<file path="src/rtl/i2s_adc_receiver.sv">
// i2s_adc_receiver
// Deserialises an I2S ADC stream from a codec that is bit-clock and LR-clock master.
// Output is 16-bit signed PCM in the i_clk domain: one o_sample_valid pulse per stereo
// frame, plus a saturating count of framing errors.
// Optional build macro I2S_RX_MONO_MIX_EN: o_sample_out is the floor average of L and R.
// Without it, o_sample_out follows the left word.
//
// state     | meaning
// ----------+--------------------------------------------------------------
// S_IDLE    | not capturing, waiting for lrck fall with enable high
// S_SKIP_L  | lrck fell, waiting out the I2S one-bit delay before left MSB
// S_SHIFT_L | shifting left-slot bits, MSB first
// S_WAIT_R  | left word complete, waiting for lrck rise
// S_SKIP_R  | lrck rose, waiting out the one-bit delay before right MSB
// S_SHIFT_R | shifting right-slot bits, MSB first
// S_EMIT    | outputs just loaded, sample_valid high for this cycle
// S_WAIT_L  | frame done, waiting for the next lrck fall
module i2s_adc_receiver #(
    parameter int DATA_WIDTH = 16
) (
    input  logic                  i_clk,
    input  logic                  i_rst_n,
    input  logic                  i_enable,
    input  logic                  i_aud_bclk,
    input  logic                  i_aud_adclrck,
    input  logic                  i_aud_adcdat,
    output logic [DATA_WIDTH-1:0] o_left_sample,
    output logic [DATA_WIDTH-1:0] o_right_sample,
    output logic [DATA_WIDTH-1:0] o_sample_out,
    output logic                  o_sample_valid,
    output logic                  o_frame_err,
    output logic [7:0]            o_err_count
);

    localparam int CW = $clog2(DATA_WIDTH + 1);

    typedef enum logic [2:0] {
        S_IDLE,
        S_SKIP_L,
        S_SHIFT_L,
        S_WAIT_R,
        S_SKIP_R,
        S_SHIFT_R,
        S_EMIT,
        S_WAIT_L
    } state_t;

    state_t r_state;
    state_t w_state_next;

    logic r_bclk_s1, r_bclk_s2, r_bclk_s3;
    logic r_lrck_s1, r_lrck_s2, r_lrck_s3;
    logic r_dat_s1, r_dat_s2;

    logic w_bclk_rise;
    logic w_lrck_rise;
    logic w_lrck_fall;
    logic w_dat;

    logic [CW-1:0]         r_bit_cnt;
    logic [DATA_WIDTH-1:0] r_shift_l;
    // The right LSB is taken straight from the pin path on the EMIT transition,
    // so only DATA_WIDTH-1 bits need holding here.
    logic [DATA_WIDTH-2:0] r_shift_r;

    logic [DATA_WIDTH-1:0] w_right_word;
    logic [DATA_WIDTH-1:0] w_mono;
    logic                  w_last;

    logic w_shift_l;
    logic w_shift_r;
    logic w_cnt_clr;
    logic w_load;
    logic w_err;

    logic [DATA_WIDTH-1:0] r_left_sample;
    logic [DATA_WIDTH-1:0] r_right_sample;
    logic [DATA_WIDTH-1:0] r_sample_out;
    logic                  r_sample_valid;
    logic                  r_frame_err;
    logic [7:0]            r_err_count;

    // Two-flop synchronisers for the codec pins, plus a third stage on bclk/lrck for edge detect
    always_ff @(posedge i_clk or negedge i_rst_n) begin
        if (!i_rst_n) begin
            r_bclk_s1 <= 1'b0;
            r_bclk_s2 <= 1'b0;
            r_bclk_s3 <= 1'b0;
            r_lrck_s1 <= 1'b0;
            r_lrck_s2 <= 1'b0;
            r_lrck_s3 <= 1'b0;
            r_dat_s1  <= 1'b0;
            r_dat_s2  <= 1'b0;
        end else begin
            r_bclk_s1 <= i_aud_bclk;
            r_bclk_s2 <= r_bclk_s1;
            r_bclk_s3 <= r_bclk_s2;
            r_lrck_s1 <= i_aud_adclrck;
            r_lrck_s2 <= r_lrck_s1;
            r_lrck_s3 <= r_lrck_s2;
            r_dat_s1  <= i_aud_adcdat;
            r_dat_s2  <= r_dat_s1;
        end
    end

    assign w_bclk_rise  = r_bclk_s2 & ~r_bclk_s3;
    assign w_lrck_rise  = r_lrck_s2 & ~r_lrck_s3;
    assign w_lrck_fall  = ~r_lrck_s2 & r_lrck_s3;
    assign w_dat        = r_dat_s2;
    assign w_last       = (r_bit_cnt == CW'(DATA_WIDTH - 1));
    assign w_right_word = {r_shift_r, w_dat};

`ifdef I2S_RX_MONO_MIX_EN
    assign w_mono = DATA_WIDTH'(($signed({r_shift_l[DATA_WIDTH-1], r_shift_l})
                               + $signed({w_right_word[DATA_WIDTH-1], w_right_word})) >>> 1);
`else
    assign w_mono = r_shift_l;
`endif

    // FSM state register
    always_ff @(posedge i_clk or negedge i_rst_n) begin
        if (!i_rst_n) begin
            r_state <= S_IDLE;
        end else begin
            r_state <= w_state_next;
        end
    end

    // Next-state and datapath strobes; an lrck edge always wins over a coincident bclk rise,
    // and that bclk rise is consumed as the one-bit delay slot
    always_comb begin
        w_state_next = r_state;
        w_shift_l    = 1'b0;
        w_shift_r    = 1'b0;
        w_cnt_clr    = 1'b0;
        w_load       = 1'b0;
        w_err        = 1'b0;

        if (r_state != S_IDLE && !i_enable) begin
            w_state_next = S_IDLE;
        end else begin
            case (r_state)
                S_IDLE: begin
                    if (w_lrck_fall && i_enable) begin
                        w_cnt_clr    = 1'b1;
                        w_state_next = w_bclk_rise ? S_SHIFT_L : S_SKIP_L;
                    end
                end
                S_SKIP_L: begin
                    if (w_bclk_rise) begin
                        w_cnt_clr    = 1'b1;
                        w_state_next = S_SHIFT_L;
                    end
                end
                S_SHIFT_L, S_SHIFT_R: begin
                    if (w_lrck_fall) begin
                        w_err        = 1'b1;
                        w_cnt_clr    = 1'b1;
                        w_state_next = w_bclk_rise ? S_SHIFT_L : S_SKIP_L;
                    end else if (w_lrck_rise) begin
                        w_err        = 1'b1;
                        w_state_next = S_IDLE;
                    end else if (w_bclk_rise) begin
                        if (r_state == S_SHIFT_L) begin
                            w_shift_l = 1'b1;
                            if (w_last) begin
                                w_state_next = S_WAIT_R;
                            end
                        end else begin
                            w_shift_r = 1'b1;
                            if (w_last) begin
                                w_load       = 1'b1;
                                w_state_next = S_EMIT;
                            end
                        end
                    end
                end
                S_WAIT_R: begin
                    if (w_lrck_fall) begin
                        w_err        = 1'b1;
                        w_cnt_clr    = 1'b1;
                        w_state_next = w_bclk_rise ? S_SHIFT_L : S_SKIP_L;
                    end else if (w_lrck_rise) begin
                        w_cnt_clr    = 1'b1;
                        w_state_next = w_bclk_rise ? S_SHIFT_R : S_SKIP_R;
                    end
                end
                S_SKIP_R: begin
                    if (w_bclk_rise) begin
                        w_cnt_clr    = 1'b1;
                        w_state_next = S_SHIFT_R;
                    end
                end
                S_EMIT: begin
                    w_state_next = S_WAIT_L;
                end
                S_WAIT_L: begin
                    if (w_lrck_fall) begin
                        w_cnt_clr    = 1'b1;
                        w_state_next = w_bclk_rise ? S_SHIFT_L : S_SKIP_L;
                    end
                end
                default: begin
                    w_state_next = S_IDLE;
                end
            endcase
        end
    end

    // Bit counter and per-channel shift registers
    always_ff @(posedge i_clk or negedge i_rst_n) begin
        if (!i_rst_n) begin
            r_bit_cnt <= '0;
            r_shift_l <= '0;
            r_shift_r <= '0;
        end else begin
            if (w_cnt_clr) begin
                r_bit_cnt <= '0;
            end else if (w_shift_l || w_shift_r) begin
                r_bit_cnt <= r_bit_cnt + CW'(1);
            end
            if (w_shift_l) begin
                r_shift_l <= {r_shift_l[DATA_WIDTH-2:0], w_dat};
            end
            if (w_shift_r) begin
                r_shift_r <= {r_shift_r[DATA_WIDTH-3:0], w_dat};
            end
        end
    end

    // Sample outputs load together with the valid pulse and hold until the next frame
    always_ff @(posedge i_clk or negedge i_rst_n) begin
        if (!i_rst_n) begin
            r_left_sample  <= '0;
            r_right_sample <= '0;
            r_sample_out   <= '0;
            r_sample_valid <= 1'b0;
        end else begin
            r_sample_valid <= w_load;
            if (w_load) begin
                r_left_sample  <= r_shift_l;
                r_right_sample <= w_right_word;
                r_sample_out   <= w_mono;
            end
        end
    end

    // Framing error pulse and saturating error counter
    always_ff @(posedge i_clk or negedge i_rst_n) begin
        if (!i_rst_n) begin
            r_frame_err <= 1'b0;
            r_err_count <= 8'd0;
        end else begin
            r_frame_err <= w_err;
            if (w_err && r_err_count != 8'hFF) begin
                r_err_count <= r_err_count + 8'd1;
            end
        end
    end

    assign o_left_sample  = r_left_sample;
    assign o_right_sample = r_right_sample;
    assign o_sample_out   = r_sample_out;
    assign o_sample_valid = r_sample_valid;
    assign o_frame_err    = r_frame_err;
    assign o_err_count    = r_err_count;

endmodule

</file>
<file path="config.mk">
export PLATFORM = sky130hd
export DESIGN_NAME = i2s_adc_receiver
export DESIGN_NICKNAME = d
export VERILOG_FILES = /design/src/rtl/i2s_adc_receiver.sv
export SDC_FILE = /design/constraint.sdc
export NUM_CORES = 1
export LEC_CHECK = 0
export BUFFER_PORTS_ARGS = -buffer_cell sky130_fd_sc_hd__buf_2
export CAP_MARGIN = 10
export CORE_UTILIZATION = 41
export DETAILED_ROUTE_END_ITERATION = 7
export PLACE_DENSITY = 0.68
export SYNTH_ARGS = -nofsm -noshare
export SYNTH_HDL_FRONTEND = slang
export SYNTH_SLANG_ARGS = --single-unit
</file>
<file path="constraint.sdc">
create_clock -name i_clk -period 3 [get_ports i_clk]
set_clock_uncertainty 0.1 [all_clocks]
set_input_delay 0.15 -clock i_clk [delete_from_list [all_inputs] [get_ports i_clk]]
set_output_delay 0.15 -clock i_clk [all_outputs]
set_load 0.005 [all_outputs]
</file>
# After elaboration in Yosys (flattened, before gate mapping)
# Index checks and enable logic that the tools add are counted.
# totals
word_cells,99
register_bits,89
input_bits,6
out_inout_bits,58
# classes
addsub,2
n_bitwise,6
eq_ne,16
reduce_logical,12
muxes,46
# op_table
operator,n
$mux 3,13
$mux 1,27
$pmux 3 s7,1
$eq 3x3->1 const B,4
$ne 3x3->1 const B,4
$mux 5,2
$ne 5x5->1 const B,2
$add 8x1->8 const B,1
$ne 8x8->1 const B,1
$reduce_and 7->1,1
$eq 3x2->1 const B,2
$add 5x1->5 const B,1
$eq 5x4->1 const B,1
$ne 4x4->1 const B,1
$pmux 1 s4,1
$reduce_or 2->1,2
$and 1x1->1,3
$eq 3x1->1 const B,1
$logic_and 1x1->1,3
$logic_not 3->1,1
$not 1->1,3
$reduce_bool 3->1,1
$reduce_or 3->1,1
$mux 2,1
4 further kinds,4

# Logic depth before layout (Yosys ltp)
# Gate-level depths: netlist of the first run.
# logic_depth
ltp_word,10
ltp_mapped,8
depth_no_buf,8

# Least setup slack after synthesis of the first run
# Ideal clock, no wire load.
# synth_timing
path_kind,reg-to-reg
from,reg r_bit_cnt[0]
to,reg r_state[1]
stages_incl_launch_ff,9
setup_time_ps,111
setup_slack_ps,797
arrival_time_ps,1992
period_less_slack_ps,2203
n_path_buf,0
required_time_ps,2789
cell_sequence,dfrtp_1 -> ha_1 -> and3_1 -> ha_1 -> nor4bb_1 -> o31ai_2 -> o21a_1 -> a32o_1 -> a222oi_1
# synth_via
elab_chain_cells,3
# synth_rtl
element,line,text
from (decl),60,logic [CW-1:0] r_bit_cnt;
from (signal assigned),220,r_bit_cnt <= r_bit_cnt + CW'(1);
$eq 5x4->1,110,assign w_last = (r_bit_cnt == CW'(DATA_WIDTH - 1));
$ne 5x5->1 (no line),--,
$reduce_and 7->1 (no line),--,
to (signal assigned),125,r_state <= w_state_next;
to (decl),48,state_t r_state;
# Every way passes these cells.
# A chain may end at the register's enable or synchronous reset.

# Worst setup path after layout of the first run
# layout_timing
from,reg r_lrck_s2
to,reg r_shift_r[4]
# layout_via
elab_chain_cells,5
elab_cells_between_ends,7
cone_classes,mux (4); bitwise (3)
# layout_rtl
element,line,text
from (decl),52,"logic r_lrck_s1, r_lrck_s2, r_lrck_s3;"
from (signal assigned),99,r_lrck_s2 <= r_lrck_s1;
$and 1x1->1 / $not 1->1 (equally long branches),"107, 108",
$mux 1 / $and 1x1->1 (equally long branches),"160, 108",
$mux 1 (*),156,if (w_lrck_fall) begin
$mux 1 (*),142,case (r_state)
$mux 1 (*),139,if (r_state != S_IDLE && !i_enable) begin
to (signal assigned),226,"r_shift_r <= {r_shift_r[DATA_WIDTH-3:0], w_dat};"
to (decl),64,logic [DATA_WIDTH-2:0] r_shift_r;
# Mark *: on every way between the ends. The rest lies on a longest branch, timed or not.

==> reports/metrics.yaml, run 1 <==
setup_violations: 0
grt_pass1_wl_mm: 11.3
syn2layout_area_growth_pct: 14.5
clkLatencyLatePin_ns: 0.35
critical_path.max_fanout: 15
slew_viol_final: 0
min_from: "i_enable"
port_buffers: 63
placeableCoreArea_um2: 9330
synth_edf_count: 0
synth.distinct_cells: 58
power_frac_clock_pct: 31.1
place.gp.congestion: 0.853
seq_area_um2: 2230
critPathArrivalTime_ns: 2.70
wl_per_cell_um: 13.5
maxCapViolCount: 0
fin_nets: 363
clock.fmax_ghz: 0.390
required_ns: 3.13
htreeDepth: 3
wl_mm: 6.57
synth_seq_cells: 89
path_class: "reg -> reg"
whs_ns: 0.0851
cts_tree: "done"
start_util_pct: 42.7
die_h_um: 101
finalCriticalPeriod_ns: 2.56
drtIter0Drc: 200
cts_setup_buffers: 0
multi_input_area_um2: 1530
seqPwrFrac_pct: 50.7
synth_nets: 311
top_level_ports: 64
cts-root-buf: "clkbuf_8"
first_pass_iters: 4
synth_seq_area_share_pct: 55.9
vias_per_cell: 5.04
critPathLaunch: "r_lrck_s2$_DFF_PN0_"
cts_sinks: 89
combPwrFrac_pct: 18.2
switching_share_pct: 30.6
dieArea_um2: 10100
grt_max_degree: 65
grt_remaining_overflow: 0
avgSynthCellArea_um2: 13.3
grt.total_usage_pct: 14.3
hold_viol_final: 0
power.density_nw_per_um2: 604
place_inst: 465
cts.clk_slew.worst_paths_ns: 0.09
syn_area_um2: 3990
status: "complete, no violations"
rsz0062_at_grt: "no"
synthCells: 299
cp-start-kind: "register"
num_vias: 2443
p_int_mw: 1.91
antenna_cells: 0
finalSetupTns_ns: 0
slew_headroom_pct: 50.1
hpwl_mm: 4.43
end_kind: "register"
row_count: 35
yosys_most_used_dff: "dfrtp_1"
dpl_cell_area_um2: 4320
post-route-period-util_pct: 85.4
leakage_nw: 2.41
clockBufferDepth: 2
post-route-drc-count: 0
fp.dieW_um: 101
ant_nets: 0
antenna_found_initial: 0
grt_pass1_vias: 2299
ir_drop_v: 0.000423
worstHoldPathType: "in -> reg"
worst_pin_slew_ns: 0.749
final_cells: 485
final_cell_area_um2: 4570
p_sw_mw: 0.845
async_flop_share_pct: 100
r2r-start: "r_lrck_s2$_DFF_PN0_"
drive_gt1_share_pct: 44.1
n_fill_cell: 849
yosys_warnings: 0
cts_made_buffers: 9
-- placed cells by master, fill, tap and decap left out, drive strengths merged, types with 2 or more instances in the layout --
master	netlist	routed
dfrtp	89	89
buf	27	67
mux2	66	66
nor2	12	12
inv	9	12
nor3	9	9
clkbuf	3	9
xor2	8	8
nand2	7	7
ha	6	6
nand3	5	5
a21oi	4	4
dlygate4sd3	0	4
and2	3	3
nand2b	3	3
o221ai	3	3
clkinv	0	3
nand3b	2	2
and3b	2	2
nor2b	2	2
o21ai	2	2
a211o	2	2
o21a	2	2
a211oi	2	2
nand4	2	2
xnor2	2	2
mux2i	2	2
a2111oi	2	2
-- Yosys cell counts, types with 2 or more instances --
master | count | share of area [%]
a211o_1 | 2 | 0.44
a211oi_1 | 2 | 0.38
a21oi_1 | 4 | 0.50
and2_1 | 2 | 0.31
and3b_1 | 2 | 0.44
buf_2 | 8 | 1.0
buf_4 | 18 | 3.4
clkbuf_1 | 3 | 0.28
dfrtp_1 | 89 | 56
ha_1 | 6 | 1.9
inv_1 | 8 | 0.75
mux2_2 | 65 | 18
mux2i_1 | 2 | 0.50
nand2_1 | 7 | 0.66
nand2b_1 | 2 | 0.31
nand3_1 | 5 | 0.63
nand3b_1 | 2 | 0.38
nand4_1 | 2 | 0.31
nor2_1 | 11 | 1.0
nor2b_1 | 2 | 0.31
nor3_1 | 9 | 1.1
o21a_1 | 2 | 0.38
o21ai_0 | 2 | 0.25
o221ai_2 | 2 | 0.75
xnor2_1 | 2 | 0.44
xor2_1 | 8 | 1.8
-- kinds of logic after synthesis --
family                     after synthesis  synth area share (%)
AOI/OAI and AO/OA                       32                  7.25
muxes                                   68                  19.1
buffers and inverters                   39                  5.80
adders and majority gates                6                  1.88
and+or+nand+nor                         55                  7.88
xor gates and xnor gates                10                  2.20
DFF                                     89                  55.9
-- registers in the layout, indices dropped and copies added, names as in the netlist --
name            cells
r_dat_s2            1
o_sample_out       16
o_right_sample     16
r_state             3
o_frame_err         1
r_lrck_s2           1
o_err_count         8
r_bit_cnt           5
o_sample_valid      1
r_shift_r          15
r_lrck_s1           1
r_bclk_s3           1
r_bclk_s1           1
r_bclk_s2           1
r_dat_s1            1
r_shift_l          16
r_lrck_s3           1
-- worst paths after layout --
kind                                                endpoint  slack (ns)  cells past startpoint
worst max-delay path                r_shift_r[4]$_DFFE_PN0P_        0.44                      6
worst min-delay path                  r_state[1]$_DFFE_PN0P_        0.09                      2
worst max register to register      r_shift_r[4]$_DFFE_PN0P_        0.44                      6
worst min register to register           r_lrck_s2$_DFF_PN0_        0.25                      0
max in group asynchronous           r_shift_r[3]$_DFFE_PN0P_        1.78                      3
min in group asynchronous       o_sample_out[10]$_DFFE_PN0P_        0.31                      2
-- metrics by stage --
stage	setup slack, ns	util (%)	power, mW
floorplan	0.797	-	1.79
global placement	0.497	46.3	1.90
detailed placement	0.415	46.3	1.92
CTS	0.431	49.0	2.79
global route	0.203	49.0	2.92
finish	0.437	49.0	2.76
-- area by class of cell --
class,instances,area share (%)
clock buffers,9,2.71
clock inverters,7,1.89
flip-flops and latches,89,48.8
multi-input cells,171,33.6
well taps,129,3.53
repair buffers,71,8.77
inverters,9,0.740
-- worst max-delay path, stage by stage (launching register included) --
cell,delay [ns]
dfrtp_1,0.38
inv_1,0.06
ha_1,0.32
or2_1,0.35
nor3_1,0.36
nand2_1,0.45
mux2_2,0.42
-- layer usage --
layer / vias to the layer above / share of wire, % / global-route usage (%)
li1: 1161 / - / -
met1: 1210 / 49 / 19.9
met2: 64 / 46 / 21.0
met3: 8 / 3.6 / 3.68
met4: 0 / 1.6 / 6.35
met5: - / 0 / 0
-- power by group through the flow --
stage | clock network [mW] | registers, mW | logic [mW]
4_1_cts | 0.890 | 1.40 | 0.502
3_5_place_dp | 0 | 1.42 | 0.494
2_1_floorplan | 0 | 1.35 | 0.440
6_report | 0.856 | 1.40 | 0.502
3_3_place_gp | 0 | 1.42 | 0.485
5_1_grt | 0.946 | 1.42 | 0.559
-- timing repair --
action	4_1_cts	5_1_grt
hold buffers	4	0
resized for setup	0	0
setup endpoints to repair	0	0
endpoints found under the hold margin	65	0
Note: power is estimated with default switching activity, not from simulation.
==> inputs of run 2 (changes only) <==
--- a/config.mk
+++ b/config.mk
@@ -7,9 +7,10 @@
 export LEC_CHECK = 0
 export BUFFER_PORTS_ARGS = -buffer_cell sky130_fd_sc_hd__buf_2
 export CAP_MARGIN = 10
-export CORE_UTILIZATION = 41
+export CORE_UTILIZATION = 56
 export DETAILED_ROUTE_END_ITERATION = 7
-export PLACE_DENSITY = 0.68
+export PLACE_DENSITY = 0.86
+export RECOVER_POWER = 50
 export SYNTH_ARGS = -nofsm -noshare
 export SYNTH_HDL_FRONTEND = slang
 export SYNTH_SLANG_ARGS = --single-unit
==> run 2 against run 1 <==
Net effect: non-clock buffer count decreased by 1; global-route usage up 5.2 points; worst setup slack worse by 0.18 ns; die area is 26% lower; first-iteration DRC count is 52% lower; combinational power increased by 1%; routed wire length rose by 6.0%; fmax shrank 6.7%; largest cell class unchanged.
==> reports/metrics.yaml, run 2 (synthesis gave the netlist of run 1 again) <==
port_buffers: 63
clkLatencyLatePin_ns: 0.35
power_frac_clock_pct: 30.1
slew_viol_final: 0
final_cell_area_um2: 4500
ir_drop_v: 0.000391
antenna_found_initial: 0
first_pass_iters: 5
grt.total_usage_pct: 19.5
cts.clk_slew.worst_paths_ns: 0.08
antenna_cells: 0
n_fill_cell: 542
ant_nets: 0
cp-start-kind: "register"
die_h_um: 86.4
grt_max_degree: 90
place_ws_ns: 0.390
maxCapViolCount: 0
p_total_mw: 2.73
path_class: "reg -> reg"
fin_ws_ns: 0.253
wl_per_cell_um: 15.4
grt_remaining_overflow: 0
multi_input_area_um2: 1530
clockBufferDepth: 2
vias_per_cell: 5.54
p_int_mw: 1.91
syn2layout_area_growth_pct: 12.9
htreeDepth: 3
worst_pin_slew_ns: 0.952
hold_viol_final: 0
final_common_cell: "dfrtp_1"
hpwl_mm: 4.46
mostFrequentLayoutCells: "dfrtp_1, mux2_2, buf_2"
finalCriticalPeriod_ns: 2.75
fp.dieW_um: 86.4
finalSetupTns_ns: 0
dieArea_um2: 7460
post-route-period-util_pct: 91.6
place_inst: 430
placeableCoreArea_um2: 6830
grt_pass1_wl_mm: 11.2
top_level_ports: 64
grt_pass1_vias: 2341
fin_nets: 362
cts_tree: "done"
num_vias: 2497
dpl_cell_area_um2: 4260
place.gp.congestion: 0.872
whs_ns: 0.0723
worstHoldPathType: "in -> reg"
holdBufCountCts: 4
start_util_pct: 58.4
setup_violations: 0
leakage_nw: 2.37
post-route-drc-count: 0
status: "complete, no violations"
clock.fmax_ghz: 0.364
slew_headroom_pct: 36.6
cts.repair.resized: 0
drive_gt1_share_pct: 42.0
cts-root-buf: "clkbuf_8"
row_count: 30
required_ns: 3.13
cts_sinks: 89
power.density_nw_per_um2: 606
postLayoutCoreUtil_pct: 65.9
seqPwrFrac_pct: 51.3
end_kind: "register"
drtIter0Drc: 97
wl_mm: 6.96
p_sw_mw: 0.821
combPwrFrac_pct: 18.6
rsz0062_at_grt: "no"
critical_path.max_fanout: 15
cts_setup_buffers: 0
switching_share_pct: 30.1
final_cells: 451
cts_made_buffers: 9
seq_area_um2: 2230
critPathArrivalTime_ns: 2.88
[run 2: cell types whose count changed in the layout (fill, tap and decap cells not counted), moves of 2 or more]
cell,change
clkbuf_1,+7
buf_2,-5
inv_6,-2
buf_4,-3
[run 2: critical path, stage by stage, from the launching register on]
cell and delay [ns]:
dfrtp_1 0.37, inv_1 0.09, ha_1 0.35, or2_1 0.37, nor3_1 0.45, nand2_1 0.49, mux2_2 0.42
[run 2: routing by layer]
layer / wire, µm / vias to the layer above / track usage [%]
li1: - / 1165 / -
met2: 3630 / 68 / 32.0
met1: 2940 / 1252 / 25.3
met4: 116 / 0 / 8.64
met3: 279 / 12 / 3.62
met5: 0 / - / 0
[run 2: final timing paths]
path | from | endpoint | slack [ns] | cells past startpoint
setup / recovery | r_lrck_s2$_DFF_PN0_ | r_shift_r[1]$_DFFE_PN0P_ | 0.25 | 6
hold / removal | i_enable | r_state[1]$_DFFE_PN0P_ | 0.07 | 3
setup reg to reg | r_lrck_s2$_DFF_PN0_ | r_shift_r[1]$_DFFE_PN0P_ | 0.25 | 6
hold reg to reg | r_lrck_s1$_DFF_PN0_ | r_lrck_s2$_DFF_PN0_ | 0.25 | 0
max in group asynchronous | i_rst_n | r_bit_cnt[3]$_DFFE_PN0P_ | 1.03 | 3
min in group asynchronous | i_rst_n | o_sample_out[9]$_DFFE_PN0P_ | 0.27 | 2
[run 2: cell type report]
type / count / share of cell area [%]
inverters: 9 / 0.751
repair buffers: 70 / 8.51
clock inverters: 6 / 1.67
multi-input cells: 171 / 34.1
flip-flops and latches: 89 / 49.5
well taps: 96 / 2.67
clock buffers: 10 / 2.84
[run 2: power groups by stage]
| stage | Combinational, mW | Sequential, mW | Clock [mW] |
|---|---|---|---|
| floorplan | 0.440 | 1.35 | 0 |
| global placement | 0.477 | 1.42 | 0 |
| detailed placement | 0.497 | 1.42 | 0 |
| CTS | 0.506 | 1.40 | 0.852 |
| global route | 0.562 | 1.42 | 0.890 |
| finish | 0.508 | 1.40 | 0.821 |
==> inputs of run 3 (changes only) <==
--- a/config.mk
+++ b/config.mk
@@ -5,6 +5,7 @@
 export SDC_FILE = /design/constraint.sdc
 export NUM_CORES = 1
 export LEC_CHECK = 0
+export ABC_AREA = 1
 export BUFFER_PORTS_ARGS = -buffer_cell sky130_fd_sc_hd__buf_2
 export CAP_MARGIN = 10
 export CORE_UTILIZATION = 56
==> run 3 against run 2 <==
Net effect: the flow now finishes with violations (capacitance limit, slew limit); clock-buffer cell count decreased by 1; die area increased by 2.6%; critical endpoint is now o_sample_out[15]$_DFFE_PN0P_; area after synthesis increased by 2.6%; largest power group unchanged; largest cell class unchanged.
==> reports/metrics.yaml, run 3 <==
drive_gt1_share_pct: 17.8
critPathLaunch: "r_state[2]$_DFFE_PN0P_"
fp.dieW_um: 87.5
grt_remaining_overflow: 0
clockBufferDepth: 2
synth_nets: 463
clkLatencyLatePin_ns: 0.35
postLayoutCoreUtil_pct: 65.6
fin_nets: 512
mostFrequentLayoutCells: "nand2_1, dfrtp_1, inv_1"
synth_seq_cells: 89
yosys_most_used_dff: "dfrtp_1"
finalSetupTns_ns: 0
cts.clk_slew.worst_paths_ns: 0.10
htreeDepth: 3
grt_pass1_wl_mm: 12.2
placeableCoreArea_um2: 6940
holdPathStages: 5
start_util_pct: 58.9
synth.most_common_cell: "nand2_1"
clock.fmax_ghz: 0.445
synth_edf_count: 0
ir_drop_v: 0.000353
place_inst: 581
num_vias: 2984
critPathArrivalTime_ns: 2.41
drtIter0Drc: 165
cts-root-buf: "clkbuf_8"
grt_pass1_vias: 2813
end_kind: "register"
post-route-drc-count: 0
path_cells: "inv_1, nand2_2, nand2_4, inv_2, nor2_4, nand2_2, inv_2, nand2_4, inv_1, nand2_1, nand2_1"
hold_viol_final: 0
worstHoldPathType: "in -> reg"
rsz0062_at_grt: "no"
maxCapViolCount: 1
synth.area.top_cells: "dfrtp_1, nand2_1, o21ai_2"
synth_top_area_cell: "dfrtp_1"
yosys_warnings: 0
first_pass_iters: 4
syn2layout_area_growth_pct: 11.3
synth_seq_area_share_pct: 54.4
cp.depth: 11
async_flop_share_pct: 100
hpwl_mm: 4.78
top_level_ports: 64
ff2ff_path_depth: 11
antenna_found_initial: 0
endpoint: "o_sample_out[15]$_DFFE_PN0P_"
critical_path.max_fanout: 63
violations: "capacitance limit, slew limit"
row_count: 30
port_buffers: 63
status: "finished, violations left"
synth.distinct_cells: 29
slew_headroom_pct: -37.8
cts_setup_buffers: 0
power.density_nw_per_um2: 662
die_h_um: 87.5
r2r_slack_ns: 0.75
place.gp.congestion: 0.948
path_class: "reg -> reg"
finalCriticalPeriod_ns: 2.25
critical-path-max-stage-delay_ns: 0.56
wl_per_cell_um: 11.9
final_common_cell: "nand2_1"
leakage_nw: 2.27
critPathBufInv: 4
slew_viol_final: 90
vias_per_cell: 4.97
post-route-period-util_pct: 75.0
synth_top_area_share_pct: 54.4
cts_made_buffers: 9
dieArea_um2: 7650
yosys-top-cells-count: "nand2_1, dfrtp_1, inv_1, o21ai_2, o21ai_1"
grt_max_degree: 90
cts_tree: "done"
required_ns: 3.16
final_cells: 601
critical-path-top-delay-family: "simple AND/OR/NAND/NOR gates"
critical-path-slowest-cell: "nand2_4"
wl_mm: 7.16
synthCells: 451
setup_violations: 0
avgSynthCellArea_um2: 9.07
r2r-start: "r_state[2]$_DFFE_PN0P_"
antenna_cells: 0
syn_area_um2: 4090
worst_pin_slew_ns: 2.07
cts_sinks: 89
cp-start-kind: "register"
ant_nets: 0
n_fill_cell: 591
grt.total_usage_pct: 20.7
reg2reg_to: "o_sample_out[15]$_DFFE_PN0P_"
-- run 3: where the power goes --
| group | leakage, nW | total, mW | switching, mW | internal, mW |
|---|---|---|---|---|
| Combinational | 0.927 | 0.634 | 0.420 | 0.214 |
| Clock | 0.126 | 1.00 | 0.441 | 0.563 |
| Sequential | 1.21 | 1.37 | 0.0930 | 1.28 |
| Total | 2.27 | 3.01 | 0.954 | 2.06 |
-- run 3: worst min-delay path by stage --
stage / from / slack [ns] / endpoint
2_1_floorplan: i_rst_n / -0.25 / o_err_count[0]$_DFFE_PN0P_
3_3_place_gp: i_aud_adclrck / 0.16 / r_lrck_s1$_DFF_PN0_
3_5_place_dp: i_aud_bclk / 0.16 / r_bclk_s1$_DFF_PN0_
4_1_cts: i_enable / 0.06 / r_state[2]$_DFFE_PN0P_
5_1_grt: i_enable / 0.08 / r_state[2]$_DFFE_PN0P_
6_report: i_enable / 0.07 / r_state[2]$_DFFE_PN0P_
-- run 3: logic make-up (layout without fill, tap and decap cells) --
| family | count (synthesis) | count (layout) | share of synthesized area (%) |
|---|---|---|---|
| xor+xnor | 7 | 7 | 1.50 |
| fa+ha+maj | 6 | 6 | 1.83 |
| flops | 89 | 89 | 54.4 |
| simple gates | 176 | 176 | 18.1 |
| buf+inv | 93 | 147 | 11.3 |
| compound gates | 80 | 80 | 12.8 |
-- run 3: layout make-up --
class | count | area, µm² | share of cell area [%]
inverters | 63 | 236 | 5.19
clock inverters | 7 | 124 | 2.72
well taps | 96 | 120 | 2.64
repair buffers | 68 | 319 | 7.01
multi-input cells | 269 | 1400 | 30.8
clock buffers | 9 | 124 | 2.72
flip-flops and latches | 89 | 2230 | 48.9
-- run 3: stage by stage --
step                hold slack [ns]  setup slack, ns  total power [mW]  area, µm²
floorplan                    -0.246             1.30              1.86       4090
global placement              0.158            0.885              2.01       4310
detailed placement            0.160            0.762              2.03       4310
CTS                          0.0592            0.755              3.04       4600
global route                 0.0831            0.281              3.18       4550
finish                       0.0696            0.750              3.01       4550
-- run 3: repair_timing --
action / in CTS / in global routing
endpoints found under the hold margin: 92 / 0
hold buffers: 4 / 0
resized for setup: 0 / 0
-- run 3: layer usage --
layer,vias to the layer above,wire length (µm),global-route usage (%)
met5,-,0,0
met4,0,129,7.45
met3,10,306,5.97
met2,72,3360,33.7
met1,1418,3360,26.4
li1,1484,-,-
-- run 3: worst min-delay path, cell delays in order --
cell and delay [ns]:
buf_2 0.11, o21ai_0 0.09, inv_1 0.04, nand2_1 0.06, nand2_1 0.04
